## config.mk

```make
export PLATFORM = sky130hd
export DESIGN_NAME = car_warning_seq
export DESIGN_NICKNAME = d
export VERILOG_FILES = /design/src/rtl/car_warning_seq_pkg.sv /design/src/rtl/car_warning_seq_debounce.sv /design/src/rtl/car_warning_seq.sv
export SDC_FILE = /design/constraint.sdc
export NUM_CORES = 1
export LEC_CHECK = 0
export ABC_CLOCK_PERIOD_IN_PS = 2800
export BUFFER_PORTS_ARGS = -buffer_cell sky130_fd_sc_hd__buf_4
export CAP_MARGIN = 15
export CORE_ASPECT_RATIO = 1.4
export CORE_UTILIZATION = 50
export CTS_BUF_LIST = sky130_fd_sc_hd__clkbuf_2 sky130_fd_sc_hd__clkbuf_4 sky130_fd_sc_hd__clkbuf_8
export CTS_CLUSTER_SIZE = 28
export DETAILED_ROUTE_END_ITERATION = 10
export GPL_ROUTABILITY_DRIVEN = 0
export GPL_TIMING_DRIVEN = 0
export PLACE_DENSITY_LB_ADDON = 0.2
export SLEW_MARGIN = 20
export SYNTH_ARGS = -nofsm -noshare
export SYNTH_HDL_FRONTEND = slang
export SYNTH_SLANG_ARGS = --single-unit
export TNS_END_PERCENT = 10
```

## constraint.sdc

```tcl
create_clock -name Clk -period 2.8 [get_ports Clk]
set_clock_uncertainty 0.05 [all_clocks]
set_input_delay 0.14 -clock Clk [delete_from_list [all_inputs] [get_ports Clk]]
set_output_delay 0.14 -clock Clk [all_outputs]
set_load 0.02 [all_outputs]
```

## src/rtl/car_warning_seq_pkg.sv

```systemverilog
// Shared types and reset constants for the clocked car-warning sequencer.
// Filtered-input reset values describe a parked car: ignition off, doors shut, seats empty, belts fastened.
package car_warning_pkg;

   typedef enum logic [1:0] {
      IDLE  = 2'd0,
      ARMED = 2'd1,
      ALERT = 2'd2,
      MUTED = 2'd3
   } state_e;

   localparam logic IGN_RST_VAL  = 1'b0;
   localparam logic DOOR_RST_VAL = 1'b1;
   localparam logic OCC_RST_VAL  = 1'b0;
   localparam logic BELT_RST_VAL = 1'b1;

endpackage

```

## src/rtl/car_warning_seq_debounce.sv

```systemverilog
// Single-bit debouncer: the filtered value follows raw only after DEBOUNCE_CYC consecutive differing samples.
module warn_debounce #(
   parameter int   DEBOUNCE_CYC = 4,
   parameter logic RESET_VAL    = 1'b0
) (
   input  logic clk,
   input  logic rst,
   input  logic raw,
   output logic filtered
);

   localparam int CW = $clog2(DEBOUNCE_CYC + 1);
   localparam logic [CW-1:0] CNT_LAST = CW'(DEBOUNCE_CYC - 1);

   logic [CW-1:0] cnt;

   // The flip happens on the edge where the count would reach DEBOUNCE_CYC.
   always_ff @(posedge clk) begin
      if (rst) begin
         filtered <= RESET_VAL;
         cnt      <= '0;
      end else if (raw == filtered) begin
         cnt <= '0;
      end else if (cnt == CNT_LAST) begin
         filtered <= raw;
         cnt      <= '0;
      end else begin
         cnt <= cnt + 1'b1;
      end
   end

endmodule

```

## src/rtl/car_warning_seq.sv

```systemverilog
// Debounced door/seat/belt warning sequencer with belt grace period, latched lamp,
// pulsed chime, driver mute and chime auto-timeout.
module car_warning_seq
   import car_warning_pkg::*;
#(
   parameter int NUM_DOORS    = 4,
   parameter int NUM_SEATS    = 2,
   parameter int DEBOUNCE_CYC = 4,
   parameter int GRACE_CYC    = 16,
   parameter int CHIME_HALF   = 8,
   parameter int TIMEOUT_CYC  = 64
) (
   input  logic                           Clk,
   input  logic                           Rst,
   input  logic                           Ignition,
   input  logic [NUM_DOORS-1:0]           DoorClose,
   input  logic [NUM_SEATS-1:0]           SeatOccupied,
   input  logic [NUM_SEATS-1:0]           SeatBelt,
   input  logic                           Ack,
   output logic                           Alarm,
   output logic                           Chime,
   output logic [NUM_DOORS+NUM_SEATS-1:0] FaultMask
);

   localparam int NF = NUM_DOORS + NUM_SEATS;
   localparam int GW = $clog2(GRACE_CYC + 1);
   localparam int TW = $clog2(TIMEOUT_CYC + 1);
   localparam int CW = $clog2(CHIME_HALF + 1);
   localparam logic [GW-1:0] GRACE_END  = GW'(GRACE_CYC);
   localparam logic [TW-1:0] TMO_LAST   = TW'(TIMEOUT_CYC - 1);
   localparam logic [CW-1:0] CHIME_LAST = CW'(CHIME_HALF - 1);

   logic                 ign_f;
   logic [NUM_DOORS-1:0] door_f;
   logic [NUM_SEATS-1:0] occ_f;
   logic [NUM_SEATS-1:0] belt_f;

   warn_debounce #(.DEBOUNCE_CYC(DEBOUNCE_CYC), .RESET_VAL(IGN_RST_VAL)) u_ign_db (
      .clk(Clk), .rst(Rst), .raw(Ignition), .filtered(ign_f)
   );

   genvar gi;
   generate
      for (gi = 0; gi < NUM_DOORS; gi++) begin : g_door
         warn_debounce #(.DEBOUNCE_CYC(DEBOUNCE_CYC), .RESET_VAL(DOOR_RST_VAL)) u_db (
            .clk(Clk), .rst(Rst), .raw(DoorClose[gi]), .filtered(door_f[gi])
         );
      end
      for (gi = 0; gi < NUM_SEATS; gi++) begin : g_seat
         warn_debounce #(.DEBOUNCE_CYC(DEBOUNCE_CYC), .RESET_VAL(OCC_RST_VAL)) u_occ_db (
            .clk(Clk), .rst(Rst), .raw(SeatOccupied[gi]), .filtered(occ_f[gi])
         );
         warn_debounce #(.DEBOUNCE_CYC(DEBOUNCE_CYC), .RESET_VAL(BELT_RST_VAL)) u_belt_db (
            .clk(Clk), .rst(Rst), .raw(SeatBelt[gi]), .filtered(belt_f[gi])
         );
      end
   endgenerate

   logic [GW-1:0] grace_cnt;
   logic          grace_done;
   assign grace_done = (grace_cnt == GRACE_END);

   logic [NUM_DOORS-1:0] door_open;
   logic [NUM_SEATS-1:0] belt_miss;
   logic [NF-1:0]        fault;
   logic                 any_fault;
   logic                 new_fault;

   // FaultMask is the registered copy of the fault vector, so it doubles as the previous-cycle value.
   assign door_open = {NUM_DOORS{ign_f}} & ~door_f;
   assign belt_miss = {NUM_SEATS{ign_f & grace_done}} & occ_f & ~belt_f;
   assign fault     = {belt_miss, door_open};
   assign any_fault = |fault;
   assign new_fault = |(fault & ~FaultMask);

   state_e        state;
   state_e        next_state;
   logic          enter_alert;
   logic [TW-1:0] tmo_cnt;
   logic [TW-1:0] tmo_next;
   logic [CW-1:0] chime_cnt;
   logic [CW-1:0] chime_next;
   logic          phase;
   logic          phase_next;

   always_comb begin
      next_state  = state;
      enter_alert = 1'b0;
      case (state)
         IDLE: begin
            if (ign_f) next_state = ARMED;
         end
         ARMED: begin
            if (!ign_f) begin
               next_state = IDLE;
            end else if (any_fault) begin
               next_state  = ALERT;
               enter_alert = 1'b1;
            end
         end
         ALERT: begin
            if (!ign_f)                  next_state = IDLE;
            else if (!any_fault)         next_state = ARMED;
            else if (Ack)                next_state = MUTED;
            else if (tmo_cnt == TMO_LAST) next_state = MUTED;
         end
         MUTED: begin
            if (!ign_f) begin
               next_state = IDLE;
            end else if (!any_fault) begin
               next_state = ARMED;
            end else if (new_fault) begin
               next_state  = ALERT;
               enter_alert = 1'b1;
            end
         end
         default: next_state = IDLE;
      endcase
   end

   // Staying in ALERT without a fresh entry implies the current state is ALERT.
   always_comb begin
      tmo_next   = tmo_cnt;
      chime_next = chime_cnt;
      phase_next = phase;
      if (enter_alert) begin
         tmo_next   = '0;
         chime_next = '0;
         phase_next = 1'b1;
      end else if (next_state == ALERT) begin
         tmo_next = tmo_cnt + 1'b1;
         if (chime_cnt == CHIME_LAST) begin
            chime_next = '0;
            phase_next = ~phase;
         end else begin
            chime_next = chime_cnt + 1'b1;
         end
      end
   end

   always_ff @(posedge Clk) begin
      if (Rst) begin
         state     <= IDLE;
         grace_cnt <= '0;
         tmo_cnt   <= '0;
         chime_cnt <= '0;
         phase     <= 1'b0;
         Alarm     <= 1'b0;
         Chime     <= 1'b0;
         FaultMask <= '0;
      end else begin
         state     <= next_state;
         tmo_cnt   <= tmo_next;
         chime_cnt <= chime_next;
         phase     <= phase_next;
         Alarm     <= (next_state == ALERT) || (next_state == MUTED);
         Chime     <= (next_state == ALERT) && phase_next;
         FaultMask <= fault;
         if (!ign_f)           grace_cnt <= '0;
         else if (!grace_done) grace_cnt <= grace_cnt + 1'b1;
      end
   end

endmodule

```

* Yosys cells after proc, flatten, opt, wreduce, memory -nomap -nowiden
Cells that the tools add are included.
W data, S select, Z words.
** Word-level totals
- Register bits after elaboration :: 63
- Latch bits :: 0
- Bits in writable memories :: 0
- ROM bits :: 0
- Input bits :: 12
- Output and inout bits :: 8
- Logic and storage cells :: 129
- Memories kept :: 0
** Cells by class
- Add/subtract/negate cells :: 12
- Multipliers :: 0
- Divide/modulo/power cells :: 0
- Order comparisons :: 0
- Equal/unequal tests :: 26
- Shifts and indexed selects :: 0
- Multiplexer cells :: 21
- Bitwise operators :: 19
- Reductions and logical operators :: 25
** Operator list (number)
- $add A3 B1 Y3 const B :: 9
- $eq A3 B2 Y1 const B :: 9
- $reduce_or A3 Y1 :: 9
- $mux W2 :: 10
- $reduce_and A2 Y1 :: 9
- $reduce_or A6 Y1 :: 2
- $not A1 Y1 :: 11
- $eq A1 B1 Y1 :: 9
- $eq A2 B2 Y1 const B :: 4
- $mux W1 :: 8
- $pmux W2 S4 :: 1
- $add A7 B1 Y7 const B :: 1
- $eq A7 B6 Y1 const B :: 1
- $and A6 B6 Y6 :: 1
- $not A6 Y6 :: 1
- $add A5 B1 Y5 const B :: 1
- $eq A5 B5 Y1 const B :: 1
- $add A4 B1 Y4 const B :: 1
- $and A2 B2 Y2 :: 2
- $and A4 B4 Y4 :: 1
- $eq A4 B3 Y1 const B :: 1
- $mux W4 :: 1
- $not A4 Y4 :: 1
- $reduce_or A2 Y1 :: 2
- other kinds (7) :: 7

* Longest topological paths before layout
Gate-level depths: netlist of the first run.
- Word-level depth :: 14
- Depth in mapped cells :: 9

* Cells and area by module
Synthesis of the first run repeated with hierarchy kept, for this count alone.
** Second synthesis, totals
- Cell total of the unflattened synthesis :: 244
- Area, all modules :: 2658.8 µm²
** Modules (own cells, without submodules)
- car_warning_seq :: times used 1, cells an instance 127, area each 1213.7 µm², sequential area each 520.5 µm²
- warn_debounce (g_door[0].u_db ...) :: times used 6, cells an instance 13, area each 161.4 µm², sequential area each 80.1 µm²
- warn_debounce (g_seat[0].u_occ_db ...) :: times used 3, cells an instance 13, area each 158.9 µm², sequential area each 80.1 µm²

* Worst setup path after synthesis of the first run
Ideal clock, no wire load.
- Kind :: register -> register
- Start :: register FaultMask[4]
- End :: register tmo_cnt[4]
- Library setup time :: 0.070 ns
- Arrival :: 2.033 ns
- Path slack :: 0.647 ns
- Cell stages (with the launch flop) :: 7
- Path buffers :: 1
- Cell sequence :: dfxtp_1 -> or3b_1 -> a2111o_1 -> and4_4 -> buf_6 -> or4_1 -> a21oi_1
** Between the ends
- Longest elaborated chain between the ends :: 8
** Ends and longest elaborated chain
- from (decl) :: RTL line car_warning_seq.sv:22 : output logic [NUM_DOORS+NUM_SEATS-1:0] FaultMask
- from (signal assigned) :: RTL line car_warning_seq.sv:158 : FaultMask <= fault;
- $not A6 Y6 (*) :: RTL line car_warning_seq.sv:74 : assign new_fault = |(fault & ~FaultMask);
- $and A6 B6 Y6 (*) :: RTL line car_warning_seq.sv:74
- $reduce_or A6 Y1 (*) :: RTL line car_warning_seq.sv:74
- $mux W2 or $mux W1 (tied branches) :: RTL line car_warning_seq.sv:112 : end else if (new_fault) begin
- $mux W2 or $mux W1 (tied branches) :: RTL line car_warning_seq.sv:110 : end else if (!any_fault) begin
- $mux W2 or $mux W1 (tied branches) :: RTL line car_warning_seq.sv:108 : if (!ign_f) begin
- $pmux W2 S4 or $pmux W1 S2 (tied branches) :: RTL line car_warning_seq.sv:89 : case (state)
- $eq A2 B2 Y1 or $reduce_or A2 Y1 (tied branches)
- to (signal assigned) :: RTL line car_warning_seq.sv:153 : tmo_cnt <= tmo_next;
- to (decl) :: RTL line car_warning_seq.sv:79 : logic [TW-1:0] tmo_cnt;
Every way passes the cells marked *; elsewhere a longest branch is shown, timed or not.
A chain may end at the register's enable or synchronous reset.

* Worst setup path after layout of the first run
- Start :: register grace_cnt[0]
- End :: register tmo_cnt[6]
** Between the ends
- Longest elaborated chain between the ends :: 11
** Ends and longest elaborated chain
- from (decl) :: RTL line car_warning_seq.sv:59 : logic [GW-1:0] grace_cnt;
- from (signal assigned) :: RTL line car_warning_seq.sv:160 : else if (!grace_done) grace_cnt <= grace_cnt + 1'b1;
- $eq A5 B5 Y1 (*) :: RTL line car_warning_seq.sv:61 : assign grace_done = (grace_cnt == GRACE_END);
- $and A1 B1 Y1 (*) :: RTL line car_warning_seq.sv:71 : assign belt_miss = {NUM_SEATS{ign_f & grace_done}} & occ_f & ~belt_f;
- $and A2 B2 Y2 (*) (2 in series) :: RTL line car_warning_seq.sv:71
- $and A6 B6 Y6 :: RTL line car_warning_seq.sv:74
- $reduce_or A6 Y1 :: RTL line car_warning_seq.sv:74
- $mux W2 or $mux W1 (tied branches) :: RTL line car_warning_seq.sv:112
- $mux W2 or $mux W1 (tied branches) :: RTL line car_warning_seq.sv:110
- $mux W2 or $mux W1 (tied branches) :: RTL line car_warning_seq.sv:108
- $pmux W2 S4 or $pmux W1 S2 (tied branches) :: RTL line car_warning_seq.sv:89
- $eq A2 B2 Y1 or $reduce_or A2 Y1 (tied branches)
Marks and branches as above.

==> flow_summary.json, run 1 <==
{
  "status": "complete, no violations",
  "hpwl_mm": 3.422,
  "slew_violations": 0,
  "path_common_cell": "a21oi_1",
  "r2r_start": "grace_cnt[0]",
  "grt_max_degree": 12,
  "critPathMaxFanout": 10,
  "postCtsSetupRepairBufs": 0,
  "register_area_um2": 1241,
  "worstSetupEndpointType": "flop",
  "syn_to_final_growth_pct": 21.03,
  "synth_top_family_by_area": "simple AND/OR/NAND/NOR gates",
  "drive_gt1_share_pct": 12.46,
  "leakage_nw": 1.210,
  "drtPass1Iterations": 4,
  "nets": 350,
  "root_buffer": "clkbuf_8",
  "dp_slack_ns": 0.1617,
  "dieArea_um2": 5510,
  "syn_inst": 277,
  "numCtsBuffers": 9,
  "max_freq_ghz": 0.3994,
  "pwr_density_cell_nw_per_um2": 594.3,
  "cp.depth": 9,
  "fin_tns_setup_ns": 0,
  "synth_adder_area_share_pct": 10.56,
  "cp.required_ns": 2.97,
  "gr-usage-met3_pct": 6.152,
  "max_stage_delay_ns": 0.38,
  "grt_pass1_wl_mm": 8.418,
  "worst_pin_slew_ns": 0.4885,
  "synth.area.mux_share_pct": 3.457,
  "ys_warn_count": 0,
  "synth_fp_nets": 311,
  "gr-usage-met1_pct": 21.87,
  "grt_pass1_vias": 1913,
  "yosysMostFrequentCell": "dfxtp_1",
  "netlist_top_cells_area": "dfxtp_1 48%, ha_1 11%, nor2_1 5.9%",
  "worst_setup_path_start_kind": "flop",
  "min_period_over_period_pct": 89.42,
  "synth-simple-area-share_pct": 18.87,
  "max_slew_margin_pct": 67.09,
  "cts_tree": "built",
  "finalHoldViolCount": 0,
  "cp.arrival_ns": 2.67,
  "synth_top_flop_cell": "dfxtp_1",
  "dr.first_iter.drc_count": 50,
  "vias": 2017,
  "setup_ws_ns": 0.2961,
  "reg2regPathDepth": 9,
  "final_cell_area_um2": 3154,
  "met2_usage_pct": 35.39,
  "nFillCells": 420,
  "wirelength_mm": 4.945,
  "via_per_inst": 5.239,
  "fp.dieW_um": 63.02,
  "syn_area_per_cell_um2": 9.409,
  "yosysSeqAreaShare_pct": 47.62,
  "core_um2": 4917,
  "drc": 0,
  "synthXorXnorAreaFrac_pct": 4.369,
  "ys_ff_latch": 62,
  "synth_compound_area_share_pct": 9.938,
  "multiInputGateArea_um2": 1230,
  "grt_usage_pct": 20.01,
  "io_pins": 20,
  "setup_viol": 0,
  "grt_antenna_before_repair": 0,
  "clock_latency_ns": 0.33,
  "utilization_pct": 64.15,
  "hold_start": "Rst",
  "yosys.area.top_type_share_pct": 47.62,
  "synth_edf_count": 0,
  "die_h_um": 87.43,
  "whs_path_depth": 3,
  "clk_path_buf_depth": 2,
  "slowest_stage": "o31ai_1",
  "synth.distinct_cells": 37,
  "critPathTopFamily": "compound AO/OA/AOI/OAI gates",
  "grt.overflow.total": 0,
  "rsz0062_at_grt": "no",
  "yosysTopAreaCell": "dfxtp_1",
  "num_rows": 30,
  "antenna_left": 0,
  "finalCriticalPeriod_ns": 2.504,
  "numPortBuffers": 19,
  "h-tree-depth": 3,
  "dpl-instance-area_um2": 2829,
  "path_cells": "inv_1 -> ha_1 -> nand4bb_1 -> a21oi_1 -> o21ai_0 -> clkbuf_1 -> o31ai_1 -> clkbuf_2 -> a21oi_1",
  "top_usage_layer": "met2",
  "critPathLaunch": "grace_cnt[0]",
  "initial_core_util_pct": 53.00,
  "wire_per_inst_um": 12.84,
  "syn_area_um2": 2606,
  "critPathKind": "reg2reg",
  "maxCapViolCount": 0,
  "synthArstFlopShare_pct": 0,
  "vdd_drop_max_mv": 0.2844,
  "crit_buf_inv": 3,
  "ys_top_cells_by_count": "62 x dfxtp_1, 41 x nor2_1, 25 x inv_1",
  "holdCritPathClass": "in2reg",
  "antennaDiodeCount": 0,
  "clk_pin_slew_worst_paths_ns": 0.07,
  "numClockSinks": 62
}
-- cells in the final DEF, fill, tap and decap left out, types with 2 or more instances in the layout --
cell type,synthesis,routed
xnor2_1,10,10
o21ai_0,6,6
clkbuf_8,0,11
buf_4,0,19
a2111o_1,2,2
or3_1,11,11
inv_1,25,25
a21oi_1,15,15
nor3_1,4,4
dlygate4sd3_1,0,9
nor2_1,41,41
clkbuf_2,0,2
xor2_1,3,3
mux2i_1,9,9
bufinv_16,0,2
or4_1,8,8
o31ai_1,8,8
nand2_1,12,12
ha_1,22,22
or3b_1,2,2
o22a_1,2,2
clkbuf_1,7,5
dfxtp_1,62,62
a211oi_1,2,2
nand3_1,6,6
nand4_1,4,4
-- final timing paths --
| check | to | slack [ns] |
|---|---|---|
| worst max register to register | tmo_cnt[6] | 0.30 |
| worst min register to register | g_door[0].u_db.cnt[0] | 0.37 |
| worst max-delay path | tmo_cnt[6] | 0.30 |
| worst min-delay path | g_door[0].u_db.cnt[1] | 0.11 |
-- registers in the layout (all words and copies together), names as in the netlist --
name                       count
grace_cnt                      5
u_ign_db.filtered              1
g_seat.u_occ_db.filtered       2
chime_cnt                      4
u_ign_db.cnt                   3
g_door.u_db.cnt               12
g_seat.u_occ_db.cnt            6
state                          1
g_door.u_db.filtered           4
tmo_cnt                        7
g_seat.u_belt_db.filtered      2
Chime                          1
g_seat.u_belt_db.cnt           6
FaultMask                      6
phase                          1
Alarm                          1
-- power breakdown --
| group | internal (W) | total [W] | switching, W |
|---|---|---|---|
| clock network | 0.000549 | 0.000893 | 0.000343 |
| registers | 0.000897 | 0.000905 | 0.00000749 |
| logic | 0.0000402 | 0.0000776 | 0.0000373 |
| total | 0.00149 | 0.00187 | 0.000388 |
-- layout make-up --
cell class,instances,share of cell area [%]
multi-input cells,181,38.99
inverters,26,3.094
well taps,64,2.539
flip-flops and latches,62,39.35
repair buffers,28,7.378
clock buffers,11,4.800
plain buffers,8,1.269
clock inverters,5,2.578
-- layer usage --
layer  part of all wire, %  up-vias
li1                      -     1035
met1                    45      946
met2                    51       26
met3                   2.9       10
met4                   1.3        0
met5                     0        -
-- timing repair --
item	in CTS	in global routing
endpoints found under the hold margin	9	0
gates resized for setup	0	4
hold buffers	9	0
setup endpoints to repair	0	10
-- worst reg2reg max path: stages, from the launching register on --
cell       delay [ns]
dfxtp_1          0.33
inv_1            0.08
ha_1             0.16
nand4bb_1        0.23
a21oi_1          0.28
o21ai_0          0.23
clkbuf_1         0.28
o31ai_1          0.38
clkbuf_2         0.29
a21oi_1          0.06
-- stage by stage --
step	hold slack, ns	total power (W)	std cells
finish	0.1123	0.001875	385
global placement	0.3263	0.0009885	360
CTS	0.09221	0.001901	385
detailed placement	0.3314	0.0009920	360
global route	0.1179	0.001955	385
floorplan	0.2185	0.0009637	277
-- cells by family (layout without fill, tap and decap cells) --
family,count (synthesis),in the layout
adder cells (fa/ha/maj),22,22
AND/OR/NAND/NOR,97,97
AO/OA/AOI/OAI,40,40
buffers and inverters,34,78
flip-flops,62,62
multiplexers,9,9
XOR/XNOR,13,13
(Power assumes the default switching activity.)
==> inputs of run 2 (changes only) <==
--- a/config.mk
+++ b/config.mk
@@ -6,7 +6,7 @@
 export NUM_CORES = 1
 export LEC_CHECK = 0
 export ABC_CLOCK_PERIOD_IN_PS = 2800
-export BUFFER_PORTS_ARGS = -buffer_cell sky130_fd_sc_hd__buf_4
+export BUFFER_PORTS_ARGS = -buffer_cell sky130_fd_sc_hd__buf_2
 export CAP_MARGIN = 15
 export CORE_ASPECT_RATIO = 1.4
 export CORE_UTILIZATION = 50
@@ -15,6 +15,7 @@
 export DETAILED_ROUTE_END_ITERATION = 10
 export GPL_ROUTABILITY_DRIVEN = 0
 export GPL_TIMING_DRIVEN = 0
+export MAX_ROUTING_LAYER = met4
 export PLACE_DENSITY_LB_ADDON = 0.2
 export SLEW_MARGIN = 20
 export SYNTH_ARGS = -nofsm -noshare
==> run 2 against run 1 <==
First-iteration DRC count is 50% higher. Cell count is 1.6% lower. Count of clock-buffer cells in the layout stayed put. Global-route usage is 0.21 points lower. Routed wire length is 5.2% lower. Register-to-register slack better by 0.06 ns. Critical path depth stayed put. Sequential power hardly changed. Clock power is 2.9% lower. Sequential share of layout area is 1.4 points higher. Largest cell class unchanged.
==> flow_summary.json, run 2 (synthesized netlist as in run 1, its figures left out) <==
{
  "dpl-instance-area_um2": 2781,
  "clk_pin_slew_worst_paths_ns": 0.06,
  "critPathLaunch": "grace_cnt[0]",
  "hold_start": "SeatBelt[1]",
  "fin_tns_setup_ns": 0,
  "syn_to_final_growth_pct": 16.85,
  "status": "complete, no violations",
  "cts_tree": "built",
  "grt_usage_pct": 19.80,
  "grt.overflow.total": 0,
  "regMostFlops": "g_door.u_db.cnt",
  "r2r_start": "grace_cnt[0]",
  "fin_cells": 379,
  "crit_buf_inv": 3,
  "num_rows": 30,
  "grt_antenna_before_repair": 0,
  "dp_slack_ns": 0.1900,
  "drtPass1Iterations": 4,
  "holdCritPathClass": "in2reg",
  "largest_reg_flops": 12,
  "numCtsBuffers": 9,
  "wirelength_mm": 4.690,
  "placed_cells": 360,
  "cp.required_ns": 2.97,
  "setup_ws_ns": 0.3564,
  "via_per_inst": 5.240,
  "nFillCells": 420,
  "pwr_density_cell_nw_per_um2": 603.4,
  "dr.first_iter.drc_count": 75,
  "cp.depth": 9,
  "max_freq_ghz": 0.4092,
  "die_h_um": 87.43,
  "final_common_cell": "dfxtp_1",
  "clk_path_buf_depth": 2,
  "whs_path_depth": 3,
  "vdd_drop_max_mv": 0.5539,
  "max_slew_margin_pct": 66.96,
  "min_period_over_period_pct": 87.27,
  "maxCapViolCount": 0,
  "grt_max_degree": 11,
  "drc": 0,
  "slowest_stage": "o31ai_1",
  "worst_setup_path_start_kind": "flop",
  "cp.arrival_ns": 2.61,
  "numClockSinks": 62,
  "initial_core_util_pct": 53.00,
  "leakage_nw": 1.180,
  "antenna_left": 0,
  "nets": 345,
  "max_stage_delay_ns": 0.38,
  "io_pins": 20,
  "grt_pass1_vias": 1836,
  "antennaDiodeCount": 0,
  "layout_common_cells": "62 x dfxtp_1, 41 x nor2_1, 25 x inv_1",
  "finalHoldViolCount": 0,
  "critPathTopFamily": "compound AO/OA/AOI/OAI gates",
  "postCtsSetupRepairBufs": 0,
  "finalCriticalPeriod_ns": 2.444,
  "h-tree-depth": 3,
  "path_cells": "inv_1 -> ha_1 -> nand4bb_1 -> a21oi_1 -> o21ai_0 -> clkbuf_1 -> o31ai_1 -> clkbuf_2 -> a21oi_1",
  "critPathMaxFanout": 10,
  "critPathKind": "reg2reg",
  "setup_viol": 0,
  "numPortBuffers": 19,
  "reg2regPathDepth": 9,
  "core_um2": 4917,
  "vias": 1986,
  "path_common_cell": "a21oi_1",
  "power_w": 0.001838,
  "fp.dieW_um": 63.02,
  "final_cell_area_um2": 3045,
  "dieArea_um2": 5510,
  "slew_violations": 0,
  "worstSetupEndpointType": "flop",
  "drive_gt1_share_pct": 12.38,
  "worst_pin_slew_ns": 0.4919,
  "wire_per_inst_um": 12.37,
  "rsz0062_at_grt": "no",
  "clock_latency_ns": 0.34,
  "root_buffer": "clkbuf_8",
  "grt_pass1_wl_mm": 8.010,
  "hpwl_mm": 3.354,
  "reg.largest.list": "g_door.u_db.cnt: 12 flops, tmo_cnt: 7 flops"
}
run 2: cell count changes in the layout (fill, tap and decap cells not counted):
cell / previous run / this run
buf_2: 0 / 19
dlygate4sd3_1: 9 / 4
clkinv_2: 1 / 2
buf_4: 19 / 0
clkinvlp_4: 1 / 0
clkinv_4: 1 / 0
run 2: tightest hold or removal path, cell delays in order:
cell and delay [ns]:
buf_2 0.09, mux2i_1 0.07, nand2_1 0.06
run 2: stage by stage:
step / utilization [%] / hold slack [ns]
final: 61.93 / 0.01805
after global routing: 61.93 / 0.02873
after CTS: 61.88 / 0.003919
after detailed placement: 56.56 / 0.3409
after global placement: 56.56 / 0.3372
after floorplan: - / 0.2185
run 2: worst paths after layout:
path | end | slack [ns]
setup / recovery | tmo_cnt[5] | 0.36
hold reg to reg | g_seat[0].u_occ_db.cnt[0] | 0.37
setup reg to reg | tmo_cnt[5] | 0.36
hold / removal | g_seat[1].u_belt_db.filtered | 0.02
run 2: layout make-up:
cell class                      count  area (µm²)  area share, %
Buffer                              8       40.04          1.315
Inverter                           26       97.59          3.205
Timing Repair Buffer               23       135.1          4.437
Multi-Input combinational cell    181        1230          40.39
Clock buffer                       11       151.4          4.971
Clock inverter                      4       70.07          2.301
Tap cell                           64       80.08          2.629
Sequential cell                    62        1241          40.76
run 2: repair_timing:
action                                 CTS  global route
gates resized for setup                  0             4
hold buffers                             4             0
endpoints found under the hold margin    4             0
setup endpoints to repair                0            11
run 2: power by group:
group          internal (W)  total (W)  switching (W)
Sequential         0.000897   0.000905     0.00000729
Clock              0.000541   0.000867       0.000325
Combinational     0.0000310  0.0000662      0.0000352
Total               0.00147    0.00184       0.000368
run 2: layer usage:
layer / routed length (µm) / vias up / track usage [%] / part of all wire [%]
met5: 0 / - / - / 0
met4: 93 / 0 / 9.514 / 2.0
met3: 189 / 9 / 6.806 / 4.0
met2: 2264 / 33 / 31.57 / 48
met1: 2142 / 915 / 22.04 / 46
li1: - / 1029 / - / -
==> inputs of run 3 (changes only) <==
--- a/config.mk
+++ b/config.mk
@@ -9,7 +9,7 @@
 export BUFFER_PORTS_ARGS = -buffer_cell sky130_fd_sc_hd__buf_2
 export CAP_MARGIN = 15
 export CORE_ASPECT_RATIO = 1.4
-export CORE_UTILIZATION = 50
+export CORE_UTILIZATION = 60
 export CTS_BUF_LIST = sky130_fd_sc_hd__clkbuf_2 sky130_fd_sc_hd__clkbuf_4 sky130_fd_sc_hd__clkbuf_8
 export CTS_CLUSTER_SIZE = 28
 export DETAILED_ROUTE_END_ITERATION = 10
==> run 3 against run 2 <==
The flow now finishes with violations (design-rule violations). Sequential power hardly changed. Highest routed layer unchanged. First-iteration DRC count fell by 9.3%. Critical path type unchanged. Cell count decreased by 5.8%. Routed wire length increased by 0.83%. Die area decreased by 16%.
==> flow_summary.json, run 3 (synthesized netlist as in run 1, its figures left out) <==
{
  "status": "finished with violations",
  "violations": "design-rule violations",
  "path_common_cell": "a21oi_1",
  "fin_tns_setup_ns": 0,
  "min_period_over_period_pct": 89.45,
  "final_common_cell": "dfxtp_1",
  "postCtsSetupRepairBufs": 0,
  "maxCapViolCount": 0,
  "top_layer_used": "met4",
  "grt_pass1_vias": 1927,
  "clk_pin_slew_worst_paths_ns": 0.06,
  "worstSetupEndpointType": "flop",
  "drtPass1Iterations": 9,
  "whs_path_depth": 3,
  "num_rows": 28,
  "finalHoldViolCount": 0,
  "cp.arrival_ns": 2.67,
  "grt_pass1_wl_mm": 8.204,
  "worst_setup_path_start_kind": "flop",
  "critPathKind": "reg2reg",
  "setup_viol": 0,
  "vdd_drop_max_mv": 0.3899,
  "reg2regPathDepth": 9,
  "max_stage_delay_ns": 0.38,
  "dieArea_um2": 4615,
  "clock_latency_ns": 0.34,
  "fp.dieW_um": 57.70,
  "numClockSinks": 62,
  "hpwl_mm": 3.327,
  "grt_max_degree": 11,
  "clk_path_buf_depth": 2,
  "drc": 3,
  "via_per_inst": 5.546,
  "worst_pin_slew_ns": 0.4948,
  "layout_common_cells": "62 x dfxtp_1, 41 x nor2_1, 25 x inv_1",
  "antennaDiodeCount": 0,
  "wirelength_mm": 4.729,
  "numCtsBuffers": 9,
  "utilization_pct": 70.48,
  "grt.overflow.total": 0,
  "routed-wl-met2_mm": 2.333,
  "vias": 1980,
  "power_w": 0.001733,
  "dpl-instance-area_um2": 2758,
  "antenna_left": 0,
  "slowest_stage": "o31ai_1",
  "reg.largest.list": "g_door.u_db.cnt: 12 flops, tmo_cnt: 7 flops",
  "critPathMaxFanout": 10,
  "io_pins": 20,
  "rsz0062_at_grt": "no",
  "initial_core_util_pct": 61.99,
  "slew_violations": 0,
  "whs_ns": 0.002124,
  "finalCriticalPeriod_ns": 2.505,
  "cp.required_ns": 2.97,
  "drt-met1-wl_mm": 2.130,
  "die_h_um": 79.98,
  "grt_usage_pct": 24.00,
  "dr_wl_met3_um": 140,
  "leakage_nw": 1.151,
  "numPortBuffers": 19,
  "pwr_density_cell_nw_per_um2": 584.8,
  "max_slew_margin_pct": 67.01,
  "cts_tree": "built",
  "dr.first_iter.drc_count": 68,
  "core_um2": 4204,
  "holdCritPathClass": "in2reg",
  "largest_reg_flops": 12,
  "max_freq_ghz": 0.3993,
  "syn_to_final_growth_pct": 13.68,
  "drive_gt1_share_pct": 12.50,
  "nets": 342,
  "path_cells": "inv_1 -> ha_1 -> nand4bb_1 -> a21oi_1 -> o21ai_1 -> clkbuf_1 -> o31ai_1 -> clkbuf_2 -> a21oi_1",
  "h-tree-depth": 3,
  "final_cell_area_um2": 2963,
  "grt_antenna_before_repair": 0,
  "regMostFlops": "g_door.u_db.cnt",
  "wire_per_inst_um": 13.25,
  "root_buffer": "clkbuf_8"
}
[run 3: final timing paths]
check / endpoint / startpoint / slack [ns]
max: tmo_cnt[1] / grace_cnt[0] / 0.30
min: g_door[0].u_db.filtered / DoorClose[0] / 0.002
max reg2reg: tmo_cnt[1] / grace_cnt[0] / 0.30
min reg2reg: g_seat[1].u_occ_db.cnt[0] / g_seat[1].u_occ_db.cnt[0] / 0.37
[run 3: cell type report]
type                       instances  area (µm²)
timing repair buffer              20       105.1
clock buffer                      11       145.1
multi-input combinational        181        1230
inverter                          26       97.59
fill                             340        1241
clock inverter                     4       47.55
sequential                        62        1241
tap                               45       56.30
buffer                             8       40.04
[run 3: through the flow]
step,setup slack (ns),cells
3_5_place_dp,0.1220,341
4_1_cts,0.1012,357
2_1_floorplan,0.6466,277
3_3_place_gp,0.1899,341
5_1_grt,0.08671,357
6_report,0.2955,357
[run 3: timing repair]
item	4_1_cts	5_1_grt
endpoints found under the hold margin	1	0
gates resized for setup	0	5
endpoints found under the setup margin	0	12
hold buffers	1	0
[run 3: where the power goes]
part,leakage (nW),switching (W),internal [W],total [W]
Sequential,0.502,0.00000733,0.000897,0.000905
Combinational,0.550,0.0000350,0.0000283,0.0000633
Clock,0.0986,0.000328,0.000437,0.000765
[run 3: worst max-delay path, delay by kind of cell (launching register included)]
| kind | cells | cell delay, ns |
|---|---|---|
| AO/OA/AOI/OAI | 4 | 0.92 |
| flip-flops | 1 | 0.33 |
| AND/OR/NAND/NOR | 1 | 0.24 |
| adder cells (fa/ha/maj) | 1 | 0.17 |
| buffers and inverters | 3 | 0.66 |
[run 3: layer usage]
layer	vias to the layer above	global-route usage (%)
met1	921	26.68
li1	1019	-
met4	0	11.67
met3	11	5.673
met2	29	40.12
met5	-	-
